`config.mk`:
```
export PLATFORM = sky130hd
export DESIGN_NAME = aes_round_ctrl
export DESIGN_NICKNAME = d
export VERILOG_FILES = /design/src/rtl/aes_round_ctrl.sv
export SDC_FILE = /design/constraint.sdc
export NUM_CORES = 1
export LEC_CHECK = 0
export CAP_MARGIN = 20
export CORE_AREA = 5 5 365 367
export CTS_CLUSTER_DIAMETER = 40
export DETAILED_ROUTE_END_ITERATION = 8
export DIE_AREA = 0 0 370 372
export HOLD_SLACK_MARGIN = 0.03
export PLACE_DENSITY = 0.38
export SLEW_MARGIN = 20
export SYNTH_ARGS = -nofsm -noshare
export SYNTH_HDL_FRONTEND = slang
export SYNTH_SLANG_ARGS = --single-unit
```
`constraint.sdc`:
```
create_clock -name clk -period 3.4 [get_ports clk]
set_input_delay 0.34 -clock clk [delete_from_list [all_inputs] [get_ports clk]]
set_output_delay 0.34 -clock clk [all_outputs]
set_load 0.05 [all_outputs]
```
`src/rtl/aes_round_ctrl.sv`:
```
// aes_round_ctrl: sequencer for an iterative AES-128 encryption engine.
// Accepts a plaintext block and cipher key and performs the initial
// AddRoundKey itself. It then steps an external combinational
// round/key-expansion unit once per cycle for NR rounds and generates Rcon
// locally. The ciphertext is presented on a valid/ready output handshake.
// Optional feature: define AES_CTRL_ABORT_EN to add an 'abort' input. Abort
// drops the block in flight. Priority order is rst_n > abort > handshakes.
module aes_round_ctrl #(
    parameter int unsigned NR = 10,
    parameter int unsigned DW = 128
) (
    input  logic          clk,
    input  logic          rst_n,
`ifdef AES_CTRL_ABORT_EN
    input  logic          abort,
`endif
    input  logic          in_valid,
    output logic          in_ready,
    input  logic [DW-1:0] in_block,
    input  logic [DW-1:0] in_key,
    output logic          out_valid,
    input  logic          out_ready,
    output logic [DW-1:0] out_block,
    output logic          busy,
    output logic [3:0]    round_cnt,
    output logic [DW-1:0] rnd_state,
    output logic [DW-1:0] rnd_key,
    output logic [31:0]   rnd_rcon,
    output logic          rnd_last,
    input  logic [DW-1:0] rnd_next_state,
    input  logic [DW-1:0] rnd_next_key
);

    typedef enum logic [1:0] {
        StIdle,
        StRun,
        StDone
    } fsm_e;

    localparam logic [3:0] LastRound = 4'(NR);

    fsm_e          fsm_q;
    logic [DW-1:0] state_q;
    logic [DW-1:0] key_q;
    logic [3:0]    round_q;
    logic [7:0]    rcon_q;
    logic          idle_q;
    logic          busy_q;
    logic          out_valid_q;
    logic          abort_w;

`ifdef AES_CTRL_ABORT_EN
    assign abort_w = abort;
`else
    assign abort_w = 1'b0;
`endif

    // GF(2^8) multiply by x: produces the next Rcon byte.
    function automatic logic [7:0] xtime(input logic [7:0] b);
        return {b[6:0], 1'b0} ^ (b[7] ? 8'h1b : 8'h00);
    endfunction

    // Controller FSM with datapath registers and registered handshake outputs.
    always_ff @(posedge clk) begin
        if (!rst_n) begin
            fsm_q       <= StIdle;
            state_q     <= '0;
            key_q       <= '0;
            round_q     <= 4'd0;
            rcon_q      <= 8'h01;
            idle_q      <= 1'b1;
            busy_q      <= 1'b0;
            out_valid_q <= 1'b0;
        end else if (abort_w && (fsm_q != StIdle)) begin
            // Aborted block is dropped; it never reaches out_valid.
            fsm_q       <= StIdle;
            round_q     <= 4'd0;
            rcon_q      <= 8'h01;
            idle_q      <= 1'b1;
            busy_q      <= 1'b0;
            out_valid_q <= 1'b0;
        end else begin
            case (fsm_q)
                StIdle: begin
                    if (in_valid) begin
                        // Initial AddRoundKey happens on the accept edge.
                        state_q <= in_block ^ in_key;
                        key_q   <= in_key;
                        round_q <= 4'd1;
                        rcon_q  <= 8'h01;
                        fsm_q   <= StRun;
                        idle_q  <= 1'b0;
                        busy_q  <= 1'b1;
                    end
                end
                StRun: begin
                    state_q <= rnd_next_state;
                    key_q   <= rnd_next_key;
                    rcon_q  <= xtime(rcon_q);
                    if (round_q == LastRound) begin
                        fsm_q       <= StDone;
                        round_q     <= 4'd0;
                        out_valid_q <= 1'b1;
                    end else begin
                        round_q <= round_q + 4'd1;
                    end
                end
                StDone: begin
                    // state_q holds the ciphertext until it is taken.
                    if (out_ready) begin
                        fsm_q       <= StIdle;
                        rcon_q      <= 8'h01;
                        idle_q      <= 1'b1;
                        busy_q      <= 1'b0;
                        out_valid_q <= 1'b0;
                    end
                end
                default: begin
                    fsm_q       <= StIdle;
                    round_q     <= 4'd0;
                    rcon_q      <= 8'h01;
                    idle_q      <= 1'b1;
                    busy_q      <= 1'b0;
                    out_valid_q <= 1'b0;
                end
            endcase
        end
    end

    // Outputs are driven straight from registers. in_ready is also gated by
    // rst_n so that it drops while reset is asserted.
    always_comb begin
        in_ready  = idle_q & rst_n;
        out_valid = out_valid_q;
        out_block = state_q;
        busy      = busy_q;
        round_cnt = round_q;
        rnd_state = state_q;
        rnd_key   = key_q;
        rnd_rcon  = {rcon_q, 24'h0};
        rnd_last  = (round_q == LastRound);
    end

endmodule

```
=== Word level (Yosys, flattened, before mapping) ===
Cells that the tools add are included.

* Logic and storage cells: 52
* Register bits: 273
* Output and inout port bits: 424

* Reductions and logical operators: 8
* Bitwise logic cells: 6
* Add/sub/neg operators: 1
* Eq/ne operators: 6
* Mux-type cells: 23

{| class="wikitable"
|+ Operators with widths
! operator !! count
|-
| 128-bit case mux with 2 select lines || 2
|-
| 128-bit two-way mux || 2
|-
| 128-bit XOR || 1
|-
| 8-bit case mux with 3 select lines || 1
|-
| 8-bit two-way mux || 2
|-
| 4-bit case mux with 3 select lines || 1
|-
| 1-bit case mux with 3 select lines || 3
|-
| 3-bit AND reduction || 3
|-
| 4-bit two-way mux || 2
|-
| 8-bit by 5-bit XOR with 8-bit output || 1
|-
| 2-bit two-way mux || 3
|-
| 2-bit inequality test (second input constant) || 3
|-
| 2-bit case mux with 3 select lines || 1
|-
| 2-bit AND reduction || 3
|-
| 1-bit two-way mux || 5
|-
| 5-bit two-way mux || 1
|-
| 4-bit by 1-bit adder with 4-bit output (second input constant) || 1
|-
| 4-bit == test (second input constant) || 1
|-
| 1-bit inverter || 3
|-
| 2-bit by 1-bit == test with 1-bit output (second input constant) || 1
|-
| 2-bit == test (second input constant) || 1
|-
| 2-bit zero test || 1
|-
| 2-bit nonzero test || 1
|-
| 1-bit AND || 1
|}

=== Longest topological paths before layout ===
Gate-level depths: netlist (run 1).

* Depth in word-level cells: 3
* Gate-level depth with buffers: 6
* Mapped depth without buffers: 5

=== Least setup slack after synthesis (run 1) ===
OpenSTA, ideal clock, no wires.

* Path kind: flip-flop to flip-flop
* Start: reg round_q[1], in the netlist round_cnt[1]
* End: reg round_q[0], in the netlist round_cnt[0]
* Data arrival time: 1.983 ns
* Clock period less this slack: 2.103 ns
* Library setup time: 0.120 ns
* Required time: 3.280 ns
* Setup slack: 1.297 ns
* Stages on the path, launching flop included: 6
* Cell sequence: dfxtp_1 -> ha_1 -> and3b_1 -> clkbuf_1 -> nor4b_1 -> o31a_1

* Longest elaborated chain between the ends: 3

{| class="wikitable"
|+ RTL lines
! element !! line !! RTL
|-
| from (decl) || 45 || <nowiki>logic [3:0] round_q;</nowiki>
|-
| from (signal assigned) || 105 || <nowiki>round_q <= round_q + 4'd1;</nowiki>
|-
| 4-bit == test || - ||
|-
| net rnd_last || 29 || <nowiki>output logic rnd_last,</nowiki>
|-
| 4-bit two-way mux || 100 || <nowiki>if (round_q == LastRound) begin</nowiki>
|-
| 4-bit case mux with 3 select lines || 83 || <nowiki>case (fsm_q)</nowiki>
|}

The timed path passes the listed nets, and every way through them passes these cells.
A chain may end at the register's enable or synchronous reset.

=== Worst setup path in the final report (run 1) ===
* Start: reg round_q[1], in the netlist round_cnt[1]
* End: out rnd_last

* Longest elaborated chain between the ends: 1

{| class="wikitable"
|+ RTL lines
! element !! line !! RTL
|-
| 4-bit == test || 141 || <nowiki>rnd_last = (round_q == LastRound);</nowiki>
|-
| to (decl) || 29 ||
|}

Every way passes these cells.

==> results.json, run 1 <==
{
  "antenna_found_initial": 12,
  "area.growth.synth_to_final_pct": 96.2,
  "nets": 2898,
  "cp_cell_sequence": "ha_1, and3b_1, clkdlybuf4s50_1",
  "cts_buffers": 79,
  "slew_violations": 0,
  "grt_pass1_wl_mm": 118,
  "avgSynthCellArea_sq_um": 8.26,
  "netSwitchingPower_mw": 5.33,
  "async_reset_ff_frac": 0,
  "synth_enable_flop_cells": 0,
  "drcViolationCount": 0,
  "fin_crit_ps": 2780,
  "fin_ws_ps": 625,
  "synth.top_cell.area_share": 0.411,
  "final_area_sq_mm": 0.0261,
  "holdBufCountCts": 1,
  "cts_root_buf": "clkbuf_16",
  "grt_overflow_total": 0,
  "rows": 132,
  "clk_latency_ps": 640,
  "relSlewSlack": 0.262,
  "p_int_mw": 10.4,
  "synth_area_sq_mm": 0.0133,
  "routed_wl_mm": 87.6,
  "cts_sinks": 273,
  "max-cap-violations": 0,
  "swShare": 0.338,
  "leakage_nw": 9.30,
  "synth_area_leader_cell": "dfxtp_1",
  "postSynth.topFlopCell": "dfxtp_1",
  "critPathKind": "flop to output port",
  "fmax_mhz": 360,
  "dieArea_sq_mm": 0.138,
  "skew_ps": 51.7,
  "worst_slew_pin_slew_ps": 1100,
  "worst_setup_path_start_kind": "flop",
  "synthCells": 1611,
  "hp-class": "input pin to flop",
  "yosys.cell_types.count": 36,
  "antenna_left": 0,
  "ctsHtreeMaxLevel": 3,
  "ys.warnings.count": 0,
  "clk_pin_slew_worst_paths_ps": 50,
  "post_cts_resize_count": 0,
  "first_global_vias": 15200,
  "fin_util": 0.202,
  "cts_tree": "built",
  "die_h_um": 372,
  "power_frac_seq": 0.241,
  "synth.top_cells.by_area": "dfxtp_1 (41%), buf_4 (9.0%), xnor2_1 (8.4%)",
  "critPathRequiredTime_ps": 3060,
  "finalSetupViolCount": 0,
  "drt_iter0_drc": 771,
  "via_count": 14700,
  "viasPerCell": 3.51,
  "die_w_um": 370,
  "wl_per_cell_um": 20.9,
  "rsz0062_at_grt": "no",
  "seq_area_frac_synth": 0.411,
  "dr.pass1.iters": 5,
  "grtUsageTotal": 0.120,
  "dp_hpwl_mm": 69.3,
  "max-vdd-ir-drop_v": 0.000343,
  "place.gp.congestion": 0.839,
  "pre_cts_ws_ps": 1010,
  "arrival_ps": 2440,
  "place_area_sq_mm": 0.0233,
  "worstPathMaxFanout": 7,
  "power_density_mw_per_mm2": 604,
  "hold_violations": 0,
  "fin_tns_setup_ps": 0,
  "ys_ff_latch": 273,
  "crit_path_end_kind": "output port",
  "core-area_sq_mm": 0.129,
  "power_frac_clock": 0.491,
  "portBuffers": 915,
  "grt_max_degree": 114,
  "cts_setup_buffers": 0,
  "io_pins": 940,
  "cp_slowest_cell": "clkdlybuf4s50_1",
  "status": "finished clean",
  "pwr-share-comb": 0.268,
  "clk_path_buf_depth": 3,
  "finalCritPeriodShare": 0.816,
  "start_util": 0.103,
  "cp_slowest_stage_delay_ps": 880,
  "drive_above_1_share": 0.0712
}
-- per-stage QoR --
step | power, mW | cells | hold slack, ps
2_1_floorplan | 6.30 | 1634 | 476
3_3_place_gp | 8.13 | 4040 | 493
3_5_place_dp | 8.12 | 4040 | 477
4_1_cts | 16.1 | 4185 | 177
5_1_grt | 16.4 | 4193 | 217
6_report | 15.8 | 4194 | 274
-- logic make-up after synthesis --
| logic type | Yosys count | synth area share |
|---|---|---|
| adders and majority gates | 2 | 0.00188 |
| DFF | 273 | 0.411 |
| and+or+nand+nor | 427 | 0.129 |
| buffers and inverters | 286 | 0.142 |
| AOI/OAI and AO/OA | 491 | 0.230 |
| other | 1 | 0.000282 |
| xor gates and xnor gates | 131 | 0.0862 |
-- flip-flops by register name, indices dropped and copies added (netlist names) --
register,count
round_cnt,4
busy,1
fsm_q,2
idle_q,1
rnd_key,128
out_valid,1
out_block,128
rcon_q,8
-- placed cells by master, fill, tap and decap left out, types with 2 or more instances in the layout --
cell type        netlist  routed
clkbuf_16              0      79
buf_12                 0      13
diode_2                0       9
a31oi_1              129     129
o21ai_0              218     218
nand4b_1               9       9
clkbuf_1              37      13
clkinv_16              0       2
xnor2_1              128     128
xor2_1                 3       3
buf_4                160      21
a21oi_1               11      11
a211oi_1              87      87
nor2b_1                2       2
clkinvlp_4             0       2
ha_1                   2       2
bufinv_16              0       9
inv_6                  0       2
conb_1                 1      24
nor4b_1                3       3
clkinv_2               0      15
dfxtp_1              273     273
a221o_1               41      41
nand2_1              268     268
clkbuf_8               0      19
clkinv_8               0       2
clkdlybuf4s50_1        0     913
inv_1                  2       2
nand3b_1               2       2
nor2_1               134     132
nor2_4                 0       2
-- worst paths after layout --
kind	from	to	slack (ps)	depth (start not counted)
worst max register to register	fsm_q[0]	rnd_key[30]	1040	4
worst min-delay path	rnd_next_key[113]	rnd_key[113]	270	3
worst min register to register	rcon_q[5]	rcon_q[6]	480	2
worst max-delay path	round_cnt[1]	rnd_last	620	3
-- power groups by stage --
| stage | Sequential [mW] | Clock [mW] | Combinational [mW] |
|---|---|---|---|
| 2_1_floorplan | 4.74 | 0 | 1.56 |
| 3_3_place_gp | 3.85 | 0 | 4.28 |
| 3_5_place_dp | 3.85 | 0 | 4.27 |
| 4_1_cts | 3.80 | 7.98 | 4.29 |
| 5_1_grt | 3.83 | 8.16 | 4.44 |
| 6_report | 3.79 | 7.75 | 4.23 |
-- critical path: cells and delay by family, from the launching register on --
kind                       cells  cell delay [ps]
buffers and inverters          1              880
adders and majority gates      1              170
and+or+nand+nor                1              320
DFF                            1              410
-- layout make-up --
cell class                 instances  area [sq um]
antenna                            9          22.5
clock buffer                     111          2290
clock inverter                    33           490
fill                           14500        103000
inverter                           2          7.51
multi-input combinational       1075          6070
sequential                       273          5470
tap                             1742          2180
timing repair buffer             949          9580
-- metal layers --
layer | wire length [um] | vias to the layer above | global-route usage | part of all wire
met2 | 41300 | 637 | 0.194 | 0.47
met4 | 2310 | 2 | 0.0403 | 0.026
met1 | 36500 | 6933 | 0.146 | 0.42
met5 | 13 | - | 0 | 0.00015
met3 | 7560 | 123 | 0.0471 | 0.086
li1 | - | 7022 | - | -
-- synth_stat cells (2+ instances only) --
cell type,instances
buf_2,69
nor4b_1,3
xor2_1,3
nand2_1,268
nor2b_1,2
buf_4,160
clkbuf_1,37
o21ai_0,218
xnor2_1,128
nand3b_1,2
a221o_1,41
a21oi_1,11
nor2_1,134
nand4b_1,9
inv_1,2
a211oi_1,87
buf_6,17
a31oi_1,129
dfxtp_1,273
ha_1,2
No activity file was read; power rests on OpenSTA's default activity.
==> run 2: changes to the inputs <==
==> constraint.sdc (replaced) <==
create_clock -name clk -period 2.7 [get_ports clk]
set_input_delay 0.27 -clock clk [delete_from_list [all_inputs] [get_ports clk]]
set_output_delay 0.27 -clock clk [all_outputs]
set_load 0.05 [all_outputs]
==> results.json, run 2 (synthesis gave the netlist of run 1 again) <==
{
  "status": "finished clean",
  "critPathKind": "flop to output port",
  "cts_setup_buffers": 0,
  "clk_path_buf_depth": 3,
  "dp_hpwl_mm": 70.5,
  "multi_input_area_sq_mm": 0.00607,
  "power_frac_clock": 0.490,
  "dr.pass1.iters": 5,
  "max-cap-violations": 0,
  "fmax_mhz": 397,
  "grt_max_degree": 73,
  "skew_ps": 36.8,
  "place.gp.congestion": 0.845,
  "hold_violations": 0,
  "critPathRequiredTime_ps": 2430,
  "clk_pin_slew_worst_paths_ps": 40,
  "path_delay_family": "buffers and inverters",
  "rows": 132,
  "worstPathMaxFanout": 3,
  "regArea_sq_mm": 0.00547,
  "pwr-share-comb": 0.270,
  "finalCritPeriodShare": 0.932,
  "drive_above_1_share": 0.0799,
  "io_pins": 940,
  "fin_util": 0.203,
  "cp_cell_sequence": "clkdlybuf4s50_1",
  "max-vdd-ir-drop_v": 0.000378,
  "drt_iter0_drc": 803,
  "worst_slew_pin_slew_ps": 1090,
  "viasPerCell": 3.51,
  "area.growth.synth_to_final_pct": 97.5,
  "finalSetupViolCount": 0,
  "cts_tree": "built",
  "cts_root_buf": "clkbuf_16",
  "fin_tns_setup_ps": 0,
  "drcViolationCount": 0,
  "routed_wl_mm": 88.1,
  "ctsHtreeMaxLevel": 3,
  "crit_buf_inv": 1,
  "power_density_mw_per_mm2": 758,
  "crit_path_end_kind": "output port",
  "relSlewSlack": 0.269,
  "grtUsageTotal": 0.121,
  "die_h_um": 372,
  "first_global_vias": 14900,
  "die_w_um": 370,
  "mostFrequentLayoutCells": "clkdlybuf4s50_1 (907), dfxtp_1 (273), nand2_1 (268), o21ai_0 (218), nor2_1 (132)",
  "grt_overflow_total": 0,
  "grt_pass1_wl_mm": 118,
  "core-area_sq_mm": 0.129,
  "antenna_left": 0,
  "netSwitchingPower_mw": 6.66,
  "nets": 2923,
  "worst_setup_path_start_kind": "flop",
  "slew_violations": 0,
  "wl_per_cell_um": 20.9,
  "power_frac_seq": 0.240,
  "hp-class": "input pin to flop",
  "leakage_nw": 9.40,
  "cts_buffers": 78,
  "rsz0062_at_grt": "no",
  "cp_slowest_stage_delay_ps": 930,
  "cp_slowest_cell": "clkdlybuf4s50_1",
  "clk_latency_ps": 640,
  "cts_sinks": 273,
  "via_count": 14800,
  "p_int_mw": 13.2,
  "swShare": 0.335,
  "fin_crit_ps": 2520,
  "start_util": 0.103,
  "final_common_cell": "clkdlybuf4s50_1",
  "fill_cells": 14400,
  "dieArea_sq_mm": 0.138,
  "portBuffers": 915,
  "arrival_ps": 2250,
  "antenna_found_initial": 8
}
-- run 2: final timing paths --
kind | slack, ps | startpoint | end | cells past startpoint
setup / recovery | 180 | out_block[1] | rnd_state[1] | 1
hold / removal | 200 | rnd_next_key[60] | rnd_key[60] | 3
setup reg to reg | 680 | fsm_q[0] | rnd_key[32] | 5
hold reg to reg | 460 | out_valid | out_valid | 2
-- run 2: through the flow --
| stage | total power, mW | setup slack [ps] | area, sq um | instances | hold slack (ps) |
|---|---|---|---|---|---|
| 2_1_floorplan | 7.94 | 597 | 13400 | 1634 | 409 |
| 3_3_place_gp | 10.3 | 653 | 23500 | 4066 | 453 |
| 3_5_place_dp | 10.3 | 640 | 23500 | 4066 | 460 |
| 4_1_cts | 20.3 | 76.8 | 26300 | 4207 | 108 |
| 5_1_grt | 20.7 | 68.2 | 26300 | 4209 | 138 |
| 6_report | 19.9 | 182 | 26300 | 4209 | 196 |
-- run 2: timing repair --
action,in CTS,in global routing
hold endpoints to repair,15,0
endpoints found under the setup margin,1,0
hold buffers,1,0
resized for setup,1,0
-- run 2: metal layers --
metal  share of wire  track usage  up-vias
li1                -            -     7063
met1            0.42        0.148     6959
met2            0.47        0.194      652
met3           0.089       0.0476      114
met4           0.026       0.0363        2
met5         0.00015            0        -
-- run 2: layout make-up --
| cell class | count | area share |
|---|---|---|
| repair buffers | 975 | 0.373 |
| multi-input cells | 1075 | 0.231 |
| flip-flops and latches | 273 | 0.208 |
| clock buffers | 110 | 0.0855 |
| well taps | 1742 | 0.0830 |
| clock inverters | 30 | 0.0190 |
| inverters | 2 | 0.000286 |
| diodes | 2 | 0.000191 |
-- run 2: power by group through the flow --
stage | clock [mW] | sequential (mW) | combinational [mW]
2_1_floorplan | 0 | 5.97 | 1.97
3_3_place_gp | 0 | 4.84 | 5.45
3_5_place_dp | 0 | 4.84 | 5.43
4_1_cts | 10.1 | 4.78 | 5.45
5_1_grt | 10.2 | 4.82 | 5.64
6_report | 9.75 | 4.78 | 5.38
